$ cat src/rtl/uart_rx_if.sv
// uart_rx_if: byte-output handshake between the UART receive engine and its consumer.
//   rx_valid     : rx_data holds an unread byte (driven by the receiver)
//   rx_data      : received byte (driven by the receiver)
//   rx_ready     : consumer accepts the byte when rx_valid && rx_ready
//   rx_frame_err : one-cycle pulse, a stop bit was sampled low
//   rx_overrun   : one-cycle pulse, a completed byte was dropped
// Modports: master = receiver side, slave = consumer side.
interface uart_rx_if;
  logic       rx_valid;
  logic [7:0] rx_data;
  logic       rx_ready;
  logic       rx_frame_err;
  logic       rx_overrun;

  modport master (output rx_valid, output rx_data, output rx_frame_err,
                  output rx_overrun, input rx_ready);
  modport slave  (input rx_valid, input rx_data, input rx_frame_err,
                  input rx_overrun, output rx_ready);
endinterface

$ cat src/rtl/uart_rx.sv
// uart_rx: 8N1/8N2 UART receive engine with a 16x oversampling baud counter
// that restarts on every detected start edge. Received bytes are presented
// on a valid/ready output register carried by uart_rx_if.
//
// Ports:
//   clk       : system clock
//   rst_n     : asynchronous active-low reset
//   cfg_div   : oversample divider, one sample tick every cfg_div+1 clocks
//   cfg_rxen  : receive enable; dropping it aborts a frame in progress
//   cfg_nstop : 0 = one stop bit, 1 = two stop bits
//   uart_rxd  : serial input, asynchronous, idle high
//   rx        : uart_rx_if.master (rx_valid, rx_data, rx_ready,
//               rx_frame_err, rx_overrun)
//
// Build option: define UART_RX_MAJORITY_EN to decide each bit by a
// majority vote of samples 6/8/10 (decision at sample 10). Without it the
// bit is the single sample 8 and all decisions are taken at sample 8.
module uart_rx (
  input  logic        clk,
  input  logic        rst_n,
  input  logic [15:0] cfg_div,
  input  logic        cfg_rxen,
  input  logic        cfg_nstop,
  input  logic        uart_rxd,
  uart_rx_if.master   rx
);

  typedef enum logic [1:0] {IDLE, START, DATA, STOP} state_t;

  state_t      state;
  logic        rxd_p0;
  logic        rxd_p1;
  logic        rxd_s;
  logic [15:0] div_cnt;
  logic [3:0]  smp_cnt;
  logic [2:0]  bit_cnt;
  logic        stop_cnt;
  logic [7:0]  shreg;
  logic        valid_q;
  logic [7:0]  data_q;
  logic        ferr_q;
  logic        ovr_q;
  logic        tick;
  logic        dec_tick;
  logic        end_tick;
  logic        start_det;
  logic        bit_val;

  // Stage p0/p1: two-flop synchronizer, idle-high reset value
  always_ff @(posedge clk or negedge rst_n) begin
    if (!rst_n) begin
      rxd_p0 <= 1'b1;
      rxd_p1 <= 1'b1;
    end else begin
      rxd_p0 <= uart_rxd;
      rxd_p1 <= rxd_p0;
    end
  end

  assign rxd_s = rxd_p1;

  // Baud counter: smp_cnt holds n-1 during the tick that is sample n
  assign tick      = (div_cnt == cfg_div);
  assign start_det = (state == IDLE) && cfg_rxen && !rxd_s;
  assign end_tick  = tick && (smp_cnt == 4'd15);

  always_ff @(posedge clk or negedge rst_n) begin
    if (!rst_n) begin
      div_cnt <= '0;
      smp_cnt <= '0;
    end else if (start_det) begin
      div_cnt <= '0;
      smp_cnt <= '0;
    end else if (tick) begin
      div_cnt <= '0;
      smp_cnt <= smp_cnt + 4'd1;
    end else begin
      div_cnt <= div_cnt + 16'd1;
    end
  end

`ifdef UART_RX_MAJORITY_EN
  logic s6;
  logic s8;

  function automatic logic majority3(input logic a, input logic b, input logic c);
    return (a & b) | (a & c) | (b & c);
  endfunction

  always_ff @(posedge clk or negedge rst_n) begin
    if (!rst_n) begin
      s6 <= 1'b1;
      s8 <= 1'b1;
    end else if (tick) begin
      if (smp_cnt == 4'd5) s6 <= rxd_s;
      if (smp_cnt == 4'd7) s8 <= rxd_s;
    end
  end

  assign dec_tick = tick && (smp_cnt == 4'd9);
  assign bit_val  = majority3(s6, s8, rxd_s);
`else
  assign dec_tick = tick && (smp_cnt == 4'd7);
  assign bit_val  = rxd_s;
`endif

  // Frame FSM with registered outputs
  always_ff @(posedge clk or negedge rst_n) begin
    if (!rst_n) begin
      state    <= IDLE;
      bit_cnt  <= '0;
      stop_cnt <= 1'b0;
      shreg    <= '0;
      valid_q  <= 1'b0;
      data_q   <= '0;
      ferr_q   <= 1'b0;
      ovr_q    <= 1'b0;
    end else begin
      ferr_q <= 1'b0;
      ovr_q  <= 1'b0;
      // A delivery later in this block overrides the clear
      if (valid_q && rx.rx_ready) valid_q <= 1'b0;
      if (!cfg_rxen) begin
        state <= IDLE;
      end else begin
        case (state)
          IDLE: begin
            if (!rxd_s) state <= START;
          end
          START: begin
            if (dec_tick && bit_val) begin
              state <= IDLE;
            end else if (end_tick) begin
              state   <= DATA;
              bit_cnt <= '0;
            end
          end
          DATA: begin
            if (dec_tick) shreg <= {bit_val, shreg[7:1]};
            if (end_tick) begin
              bit_cnt <= bit_cnt + 3'd1;
              if (bit_cnt == 3'd7) begin
                state    <= STOP;
                stop_cnt <= 1'b0;
              end
            end
          end
          STOP: begin
            if (dec_tick) begin
              if (!bit_val) ferr_q <= 1'b1;
              // Leaving at mid-stop lets the next start edge be caught
              if (stop_cnt == cfg_nstop) begin
                state <= IDLE;
                if (!valid_q || rx.rx_ready) begin
                  data_q  <= shreg;
                  valid_q <= 1'b1;
                end else begin
                  ovr_q <= 1'b1;
                end
              end
            end else if (end_tick) begin
              stop_cnt <= stop_cnt + 1'b1;
            end
          end
          default: state <= IDLE;
        endcase
      end
    end
  end

  assign rx.rx_valid     = valid_q;
  assign rx.rx_data      = data_q;
  assign rx.rx_frame_err = ferr_q;
  assign rx.rx_overrun   = ovr_q;

endmodule

$ cat src/flat_wrapper.sv
// flat-port wrapper written by rule: the top's interface ports become plain ports
module uart_rx_flat 
  (clk, rst_n, cfg_div, cfg_rxen, cfg_nstop, uart_rxd, rx_rx_valid, rx_rx_data, rx_rx_frame_err, rx_rx_overrun, rx_rx_ready);
  uart_rx_if rx_i ();
  input  logic clk;
  input  logic rst_n;
  input  logic [15:0] cfg_div;
  input  logic cfg_rxen;
  input  logic cfg_nstop;
  input  logic uart_rxd;
  output wire logic [$bits(rx_i.rx_valid)-1:0] rx_rx_valid;
  output wire logic [$bits(rx_i.rx_data)-1:0] rx_rx_data;
  output wire logic [$bits(rx_i.rx_frame_err)-1:0] rx_rx_frame_err;
  output wire logic [$bits(rx_i.rx_overrun)-1:0] rx_rx_overrun;
  input wire logic [$bits(rx_i.rx_ready)-1:0] rx_rx_ready;
  assign rx_rx_valid = rx_i.rx_valid;
  assign rx_rx_data = rx_i.rx_data;
  assign rx_rx_frame_err = rx_i.rx_frame_err;
  assign rx_rx_overrun = rx_i.rx_overrun;
  assign rx_i.rx_ready = rx_rx_ready;
  uart_rx u_core (.clk(clk), .rst_n(rst_n), .cfg_div(cfg_div), .cfg_rxen(cfg_rxen), .cfg_nstop(cfg_nstop), .uart_rxd(uart_rxd), .rx(rx_i));
endmodule
$ cat config.mk
export PLATFORM = sky130hd
export DESIGN_NAME = uart_rx_flat
export DESIGN_NICKNAME = d
export VERILOG_FILES = /design/src/rtl/uart_rx_if.sv /design/src/rtl/uart_rx.sv /design/src/flat_wrapper.sv
export SDC_FILE = /design/constraint.sdc
export NUM_CORES = 1
export LEC_CHECK = 0
export BUFFER_PORTS_ARGS = -buffer_cell sky130_fd_sc_hd__buf_2
export CAP_MARGIN = 10
export CORE_UTILIZATION = 60
export CTS_CLUSTER_SIZE = 10
export DETAILED_ROUTE_END_ITERATION = 6
export GPL_ROUTABILITY_DRIVEN = 0
export PLACE_DENSITY = 0.87
export SYNTH_ARGS = -nofsm -noshare
export SYNTH_HDL_FRONTEND = slang
export SYNTH_SLANG_ARGS = --single-unit
export TNS_END_PERCENT = 5
$ cat constraint.sdc
create_clock -name clk -period 3.9 [get_ports clk]
set_clock_uncertainty 0.15 [all_clocks]
set_input_delay 0.195 -clock clk [delete_from_list [all_inputs] [get_ports clk]]
set_output_delay 0.195 -clock clk [all_outputs]
set_load 0.005 [all_outputs]
==> results.md, run 1 <==
- Status: complete, no violations
- Cts bufs inserted: 5
- CP required: 3930 ps
- Fin nets: 274
- Most frequent cells in the layout: dfrtp_1 (45), buf_2 (32), nor2_1 (29), xnor2_1 (26), mux2_2 (17)
- Die Y: 64.35 µm
- IO Pins: 33
- Initial Util: 63.23%
- Chip width: 64.35 µm
- Max-Cap Viols: 0
- Lkg Pwr: around 0.0013 µW
- Distinct cells, synth: 40
- Tot Pwr: 936.3 µW
- First-pass GRT wire length: 7003 µm
- Mapped Nets: 238
- Wire per inst: 13.41 µm
- Post-DP HPWL: 2875 µm
- PostCTS Resize Cnt: 0
- Core Area: 0.003689 mm²
- Setup crit end kind: flip-flop
- #FFs+latches synth: 47
- Period utilization: about two thirds
- Vias in the first global route: 1,580
- Reg2Reg Setup Slack: roughly 1300 ps
- Hold EP: u_core.state[0]
- RSZ-0062 raised after global routing: false
- Worst r2r dst: u_core.rx.rx_data[6]
- Drt via density: 5.481
- Critical setup path kind: reg2reg
- Vias: 1,628
- Routed WL: 3984 µm
- Clock transition at path regs: 90 ps
- 1st-pass router iterations: 4
- Rows: 22
- Max Root-Sink Buffers: 2
- Post-route minimum period: 2554 ps
- P&R area growth vs syn: 13.25%
- Hold Crit Start: cfg_rxen
- Layout cell share with drive strength beyond 1: 26.51%
- Hold violation count in the final report: 0
- HP Class: in2reg
- Clock Latency Late Sink: 300 ps
- RR Startpoint: u_core.div_cnt[2]
- Pin count of the biggest net entering global routing: 48
- Post-Syn Instances: 212
- Syn. warnings: 0
- Slew @ Worst Pin: about 1000 ps
- Hold Path Depth: 2
- Setup_tns: 0 ps
- Worst path arrival time: 2580 ps
- DR DRC count: 0
- Worst hold slack: ~23 ps
- Routed Antenna Nets: 0
- Commonest non-fill, non-tap cell in the layout: dfrtp_1
- ANT cells: 0
- Worst setup SP type: flip-flop
- Clock Tree Root: clkbuf_8
- Die area: 0.004140 mm²
- TritonCTS Sinks: 47
- Power per cell area: 354.5 mW/mm²
- Max Freq: 391.5 MHz
- Post-Syn Area per Cell: between 10 and 15 µm²
- H-tree Lvls: 2
- First DRT Iteration DRCs: approximately 130
- Post-CTS Setup Bufs: 0
- TritonCTS clock tree: yes
- PortBufs: 32
- Worst reg2reg path depth: 5
- Async SR Flop Fraction: 100.0%
- Final Setup Violations: 0
- Hold_buf cts: 2
- VDD IR-drop max: 0.3655 mV
- EDFF count, synth: 0
- Gr usage total: between 20 and 25%
- Initial antenna violation count: 0
- Max-slew headroom: 34.56%
- Dominant synthesized flop cell: dfrtp_1
- Crit path max fanout: 18
- Grt ovf: 0
- Final slew viol count: 0
- Mapped cell area: 0.002332 mm²
- Sequential area share after synthesis: about half
-- cell type report --
cell class,instances,area [µm²]
Clock buffer,6,72.57
Clock inverter,2,13.76
Fill cell,291,1047
Inverter,5,18.77
Multi-Input combinational cell,154,1110
Sequential cell,47,1179
Tap cell,48,60.06
Timing Repair Buffer,35,187.7
-- flip-flops by register name (all words and copies together), names as in the netlist --
register,count
u_core.div_cnt,16
u_core.rx.rx_data,8
u_core.shreg,8
u_core.smp_cnt,4
u_core.bit_cnt,3
u_core.state,2
u_core.bit_val,1
u_core.rx.rx_frame_err,1
u_core.rx.rx_overrun,1
u_core.rx.rx_valid,1
u_core.rxd_p0,1
u_core.stop_cnt,1
-- synth_stat cells (all sizes together), types with 3 or more instances --
library cell	number	share of area, %
dfrtp	45	48
nor2	29	4.7
xnor2	26	9.8
mux2	17	8.2
nand3	12	3.1
nand2	9	1.8
nand4	8	2.1
nor3	7	1.5
xor2	7	2.6
inv	5	0.80
and3	4	1.1
buf	4	1.1
ha	4	2.1
a21oi	3	0.64
nand2b	3	0.80
-- metal layers --
metal	routed length [µm]	global-route usage [%]	share of wire (%)	up-vias
li1	-	-	-	807
met1	1830	28.89	46	778
met2	1928	35.92	48	37
met3	162	5.536	4.1	6
met4	63	9.167	1.6	0
met5	0	0	0	-
-- through the flow --
step | worst slack [ps] | instances | instance area, µm² | utilization (%)
after floorplan | 1960 | 212 | 2332 | -
after global placement | 1353 | 287 | 2535 | 68.72
after detailed placement | 1337 | 287 | 2535 | 68.72
after CTS | 1331 | 297 | 2641 | 71.61
after global routing | 1195 | 297 | 2641 | 71.61
final | 1346 | 297 | 2641 | 71.61
-- cell families (layout without fill, tap and decap cells) --
| family | after synthesis | after routing | share of synthesized area (%) |
|---|---|---|---|
| AND/OR/NAND/NOR | 82 | 82 | 18.35 |
| flip-flops | 47 | 47 | 50.54 |
| XOR/XNOR | 33 | 33 | 12.39 |
| multiplexers | 19 | 19 | 9.066 |
| AO/OA/AOI/OAI | 16 | 16 | 5.258 |
| buffers and inverters | 11 | 48 | 2.253 |
| adder cells (fa/ha/maj) | 4 | 4 | 2.146 |
-- where the power goes --
part / total, µW / internal, µW / switching, µW
combinational: 110 / 54.0 / 55.9
sequential: 547 / 511 / 35.3
clock: 280 / 126 / 153
total: 936 / 692 / 245
-- worst max-delay path by stage --
stage / start / to / slack (ps) / depth (start not counted)
after floorplan: u_core.smp_cnt[0] / u_core.rx.rx_data[0] / 1960 / 6
after global placement: u_core.div_cnt[2] / u_core.rx.rx_data[5] / 1350 / 5
after detailed placement: u_core.div_cnt[2] / u_core.rx.rx_data[2] / 1340 / 5
after CTS: u_core.div_cnt[2] / u_core.rx.rx_data[2] / 1330 / 5
after global routing: u_core.div_cnt[2] / u_core.rx.rx_data[4] / 1190 / 5
final: u_core.div_cnt[2] / u_core.rx.rx_data[6] / 1350 / 5
-- critical path: stages (launching register included) --
cell,delay (ps)
dfrtp_1,450
xnor2_1,180
nand4_1,170
nor4_4,860
nand3_4,270
mux2_2,350
(Power assumes the default switching activity.)
==> inputs of run 2 (changes only) <==
--- a/config.mk
+++ b/config.mk
@@ -7,11 +7,11 @@
 export LEC_CHECK = 0
 export BUFFER_PORTS_ARGS = -buffer_cell sky130_fd_sc_hd__buf_2
 export CAP_MARGIN = 10
-export CORE_UTILIZATION = 60
+export CORE_UTILIZATION = 56
 export CTS_CLUSTER_SIZE = 10
 export DETAILED_ROUTE_END_ITERATION = 6
 export GPL_ROUTABILITY_DRIVEN = 0
-export PLACE_DENSITY = 0.87
+export PLACE_DENSITY = 0.82
 export SYNTH_ARGS = -nofsm -noshare
 export SYNTH_HDL_FRONTEND = slang
 export SYNTH_SLANG_ARGS = --single-unit
==> constraint.sdc (replaced) <==
create_clock -name clk -period 2.6 [get_ports clk]
set_clock_uncertainty 0.15 [all_clocks]
set_input_delay 0.13 -clock clk [delete_from_list [all_inputs] [get_ports clk]]
set_output_delay 0.13 -clock clk [all_outputs]
set_load 0.005 [all_outputs]
==> run 2 against run 1 <==
  * First-iteration DRC count is 8.7% lower
  * Largest cell class unchanged
  * Design area increased by 2.1%
  * Die area rose by 6.9%
  * Wire length is 2.9% higher
  * Critical path type unchanged
  * Hold slack worse by 13 ps
  * Critical path depth is 1 higher
  * Sequential share of layout area down 0.93 points
  * Highest routed layer unchanged
  * Total power is 63% higher
  * Non-clock buffer count up 3
==> results.md, run 2 (synthesis gave the netlist of run 1 again) <==
- Status: complete, no violations
- Final slew viol count: 0
- Most frequent cells in the layout: dfrtp_1 (45), buf_2 (32), nor2_1 (29), xnor2_1 (26), mux2_2 (17)
- Max-slew headroom: 56.07%
- Commonest non-fill, non-tap cell in the layout: dfrtp_1
- Hold violation count in the final report: 0
- Cts bufs inserted: 5
- P&R area growth vs syn: 15.67%
- Clock transition at path regs: 90 ps
- Fillcell total: around 290
- Post-route minimum period: 2131 ps
- Setup crit end kind: flip-flop
- Hold Crit Start: rx_rx_ready
- Max-Cap Viols: 0
- Worst hold slack: around 11 ps
- Max Root-Sink Buffers: 2
- Hold EP: u_core.rx.rx_overrun
- H-tree Lvls: 2
- Clock Tree Root: clkbuf_8
- Hold Path Depth: 3
- Slew @ Worst Pin: 652.9 ps
- Initial antenna violation count: 0
- Chip width: 66.54 µm
- CP required: 2640 ps
- Final Setup Violations: 0
- Power per cell area: 566.9 mW/mm²
- RR Startpoint: u_core.smp_cnt[0]
- Die area: 0.004427 mm²
- ANT cells: 0
- Period utilization: 81.96%
- VDD IR-drop max: approximately 0.55 mV
- Pin count of the biggest net entering global routing: 25
- Reg2Reg Setup Slack: 470 ps
- Routed Antenna Nets: 0
- Initial Util: approximately three fifths
- RSZ-0062 raised after global routing: false
- Max reg flops: 16
- First-pass GRT wire length: 6768 µm
- Biggest register: u_core.div_cnt
- Worst path arrival time: approximately 2200 ps
- Setup_tns: 0 ps
- Clock Latency Late Sink: 300 ps
- Vias in the first global route: ~1,500
- Crit path max fanout: 8
- DR DRC count: 0
- Routed WL: slightly above 4000 µm
- Wire per inst: 13.57 µm
- Gr usage total: between 20% and 30%
- Fin nets: 277
- Max Freq: 469.3 MHz
- Vias: 1,667
- Grt ovf: 0
- Post-CTS Setup Bufs: 0
- Die Y: 66.54 µm
- First DRT Iteration DRCs: 115
- IO Pins: 33
- Worst setup SP type: flip-flop
- Post-DP HPWL: 2904 µm
- TritonCTS clock tree: yes
- TritonCTS Sinks: 47
- Drt via density: 5.520
- Layout cell share with drive strength beyond 1: 27.38%
- Core Area: 0.004000 mm²
- Worst reg2reg path depth: 6
- Critical setup path kind: reg2reg
- Rows: 23
- 1st-pass router iterations: 4
- Lkg Pwr: 0.001303 µW
- PortBufs: 32
- HP Class: in2reg
- Worst r2r dst: u_core.rx.rx_data[7]
[run 2: metrics by stage]
step	utilization, %	cell area [µm²]	instances	worst slack (ps)	power (µW)
6_report	67.44	2698	302	469.0	1529
5_1_grt	67.44	2698	302	353.3	1595
4_1_cts	67.44	2698	302	460.9	1539
3_5_place_dp	63.81	2552	291	470.3	998.0
3_3_place_gp	63.81	2552	291	511.5	993.6
2_1_floorplan	-	2332	212	659.5	933.1
[run 2: timing repair]
action | in CTS | in global routing
endpoints found under the hold margin | 26 | 0
gates resized for setup | 0 | 0
hold buffers | 3 | 0
[run 2: area by class of cell]
class / instances / area [µm²] / area share [%]
clock buffer: 5 / 68.82 / 2.551
multi-input combinational: 154 / 1110 / 41.14
clock inverter: 3 / 46.29 / 1.716
tap: 50 / 62.56 / 2.319
timing repair buffer: 38 / 212.7 / 7.885
sequential: 47 / 1179 / 43.69
inverter: 5 / 18.77 / 0.6957
[run 2: worst max-delay path by stage]
stage	depth (start not counted)	startpoint	slack, ps	end
6_report	6	u_core.smp_cnt[0]	470	u_core.rx.rx_data[7]
2_1_floorplan	6	u_core.smp_cnt[0]	660	u_core.rx.rx_data[0]
3_5_place_dp	6	u_core.div_cnt[2]	470	u_core.rx.rx_data[7]
4_1_cts	6	u_core.smp_cnt[0]	460	u_core.rx.rx_data[7]
5_1_grt	6	u_core.div_cnt[2]	350	u_core.rx.rx_data[1]
3_3_place_gp	6	u_core.div_cnt[2]	510	u_core.rx.rx_data[0]
[run 2: power breakdown]
part           switching, µW  internal (µW)
logic                   85.3           84.8
registers               49.0            767
clock network            254            290
total                    388           1140
[run 2: layer usage]
| layer | wire [µm] | share of wire (%) | up-vias | track usage [%] |
|---|---|---|---|---|
| met5 | 0 | 0 | - | 0 |
| met4 | 80 | 2.0 | 0 | 10.11 |
| met3 | 138 | 3.4 | 11 | 3.767 |
| met2 | 2022 | 49 | 33 | 34.18 |
| met1 | 1857 | 45 | 816 | 26.77 |
| li1 | - | - | 807 | - |
[run 2: critical path: stages (launching register included)]
cell and delay, ps:
dfrtp_1 420, ha_1 230, nand2_1 80, or2_2 320, nor3_1 330, nand3_4 180, mux2_2 310
==> inputs of run 3 (changes only) <==
--- a/config.mk
+++ b/config.mk
@@ -7,11 +7,11 @@
 export LEC_CHECK = 0
 export BUFFER_PORTS_ARGS = -buffer_cell sky130_fd_sc_hd__buf_2
 export CAP_MARGIN = 10
-export CORE_UTILIZATION = 56
+export CORE_UTILIZATION = 51
 export CTS_CLUSTER_SIZE = 10
 export DETAILED_ROUTE_END_ITERATION = 6
 export GPL_ROUTABILITY_DRIVEN = 0
-export PLACE_DENSITY = 0.82
+export PLACE_DENSITY = 0.79
 export SYNTH_ARGS = -nofsm -noshare
 export SYNTH_HDL_FRONTEND = slang
 export SYNTH_SLANG_ARGS = --single-unit
==> constraint.sdc (replaced) <==
create_clock -name clk -period 1.85 [get_ports clk]
set_clock_uncertainty 0.15 [all_clocks]
set_input_delay 0.0925 -clock clk [delete_from_list [all_inputs] [get_ports clk]]
set_output_delay 0.0925 -clock clk [all_outputs]
set_load 0.005 [all_outputs]
==> run 3 against run 2 <==
  * The flow now finishes with violations (setup timing)
  * Global-route usage up 0.46 points
  * Setup slack lost 570 ps
  * Clock power increased by 40%
  * Maximum frequency increased by 9.0%
  * Largest power group unchanged
==> results.md, run 3 (synthesis gave the netlist of run 1 again) <==
- Period utilization: 105.7%
- RR Startpoint: u_core.div_cnt[9]
- Final Setup Violations: 39
- Critical setup path kind: reg2reg
- Crit-path cells: xnor2_1 > nand4_1 > nor4_4 > buf_12 > nand3_4 > mux2_2
- Cts bufs inserted: 5
- Status: finished with violations
- Layout cell share with drive strength beyond 1: 36.36%
- Setup_tns: -1998 ps
- Chip width: 69.63 µm
- VDD IR-drop max: 0.6063 mV
- Routed WL: 4708 µm
- Clock Latency Late Sink: 310 ps
- ANT cells: 0
- Design area: 0.002993 mm²
- Busiest grt layer: met2
- Tot Pwr: 2233 µW
- Worst path buffer plus inverter count: 1
- Fin nets: 311
- First-pass GRT wire length: approximately 8100 µm
- Most frequent cells in the layout: dfrtp_1 (45), buf_4 (34), buf_2 (32), nor2_1 (29), xnor2_1 (26)
- Gr usage total: 21.39%
- Drt via density: 5.432
- Worst reg2reg path depth: 6
- Worst path max stage delay: 400 ps
- Setup crit end kind: flip-flop
- IO Pins: 33
- PortBufs: 32
- Grt met1 use: 24.64%
- Commonest non-fill, non-tap cell in the layout: dfrtp_1
- RSZ-0062 raised after global routing: true
- Rows: 24
- Pin count of the biggest net entering global routing: 20
- Worst r2r dst: u_core.rx.rx_data[4]
- Fillcell total: 325
- Lkg Pwr: 0.001494 µW
- Routed Antenna Nets: 0
- 1st-pass router iterations: 4
- Hold violation count in the final report: 0
- Clock transition at path regs: 100 ps
- Worst path slowest cell: dfrtp_1
- Reg2Reg Setup Slack: -110 ps
- Met2 Track Usage GR: 38.40%
- Biggest register: u_core.div_cnt
- Die Y: 69.63 µm
- Post-DP HPWL: 3411 µm
- Grt ovf: 0
- Max-Cap Viols: 0
- M3 GR Usage: 4.070%
- Placed cell areas: 0.002818 mm²
- Max Root-Sink Buffers: 2
- Crit path max fanout: 13
- Failing checks: setup timing
- Max-slew headroom: 73.46%
- Initial Util: 53.20%
- First DRT Iteration DRCs: 77
- Initial antenna violation count: 0
- Clock Tree Root: clkbuf_8
- Max Freq: 511.3 MHz
- CP required: roughly 1900 ps
- Max reg flops: 16
- H-tree Lvls: 2
- Post-route minimum period: 1956 ps
- CP delay by family, top: simple AND/OR/NAND/NOR gates
- TritonCTS clock tree: yes
- HP Class: in2async
- Vias in the first global route: 1,876
- P&R area growth vs syn: 28.33%
- Wire per inst: 13.93 µm
- Worst setup SP type: flip-flop
- Core Area: ~0.0044 mm²
- Final WS setup: -105.8 ps
- DP Cell Count: 324
- TritonCTS Sinks: 47
- Slew @ Worst Pin: 398.2 ps
- Pre-CTS setup slack: -106.2 ps
- Power per cell area: 746.2 mW/mm²
- Die area: 0.004848 mm²
- Final slew viol count: 0
- DR DRC count: 0
- Vias: 1,836
- Fin cells: 338
- Worst path arrival time: about 2000 ps
run 3: cell count changes in the layout (fill, tap and decap cells not counted), sizes merged:
cell,change
clkinv,+2
clkinvlp,-1
inv,-1
buf,+33
dlygate4sd3,+1
run 3: report_power, final:
group	internal, µW	switching (µW)
combinational	187	165
sequential	1080	41.5
clock	403	359
run 3: layout make-up:
class	instances	area, µm²	area share [%]
Timing Repair Buffer	72	495.5	16.56
Clock buffer	5	68.82	2.299
Sequential cell	47	1179	39.38
Inverter	5	18.77	0.6271
Tap cell	52	65.06	2.174
Multi-Input combinational cell	154	1122	37.50
Clock inverter	3	43.79	1.463
run 3: worst max path at each step:
stage	startpoint	to	slack [ps]	cells past startpoint
finish	u_core.div_cnt[9]	u_core.rx.rx_data[4]	-110	6
detailed placement	u_core.div_cnt[2]	u_core.rx.rx_data[4]	-110	6
global placement	u_core.div_cnt[2]	u_core.rx.rx_data[3]	-90	6
CTS	u_core.div_cnt[6]	u_core.rx.rx_data[4]	-100	6
global route	u_core.div_cnt[9]	u_core.rx.rx_data[5]	-260	6
floorplan	u_core.smp_cnt[0]	u_core.shreg[0]	-50	6
run 3: through the flow:
step | utilization [%] | hold WS [ps]
final | 68.26 | 84.26
after global routing | 68.26 | 123.1
after CTS | 68.09 | 100.9
after detailed placement | 64.27 | -108.3
after global placement | 64.27 | -108.5
after floorplan | - | -353.1
run 3: worst reg2reg max path, cell delays in order, from the launching register on:
cell and delay [ps]:
dfrtp_1 400, xnor2_1 160, nand4_1 190, nor4_4 340
buf_12 180, nand3_4 130, mux2_2 300
run 3: metal layers:
metal,wire length [µm],vias up
met5,0,-
met4,99,0
met3,184,13
met2,2426,59
met1,1998,880
li1,-,884
run 3: what timing repair did:
item | 4_1_cts | 5_1_grt
buffers inserted | 2 | 0
pin swaps | 1 | 2
hold buffers | 4 | 0
endpoints found under the hold margin | 50 | 0
gates resized for setup | 0 | 1
endpoints found under the setup margin | 41 | 42
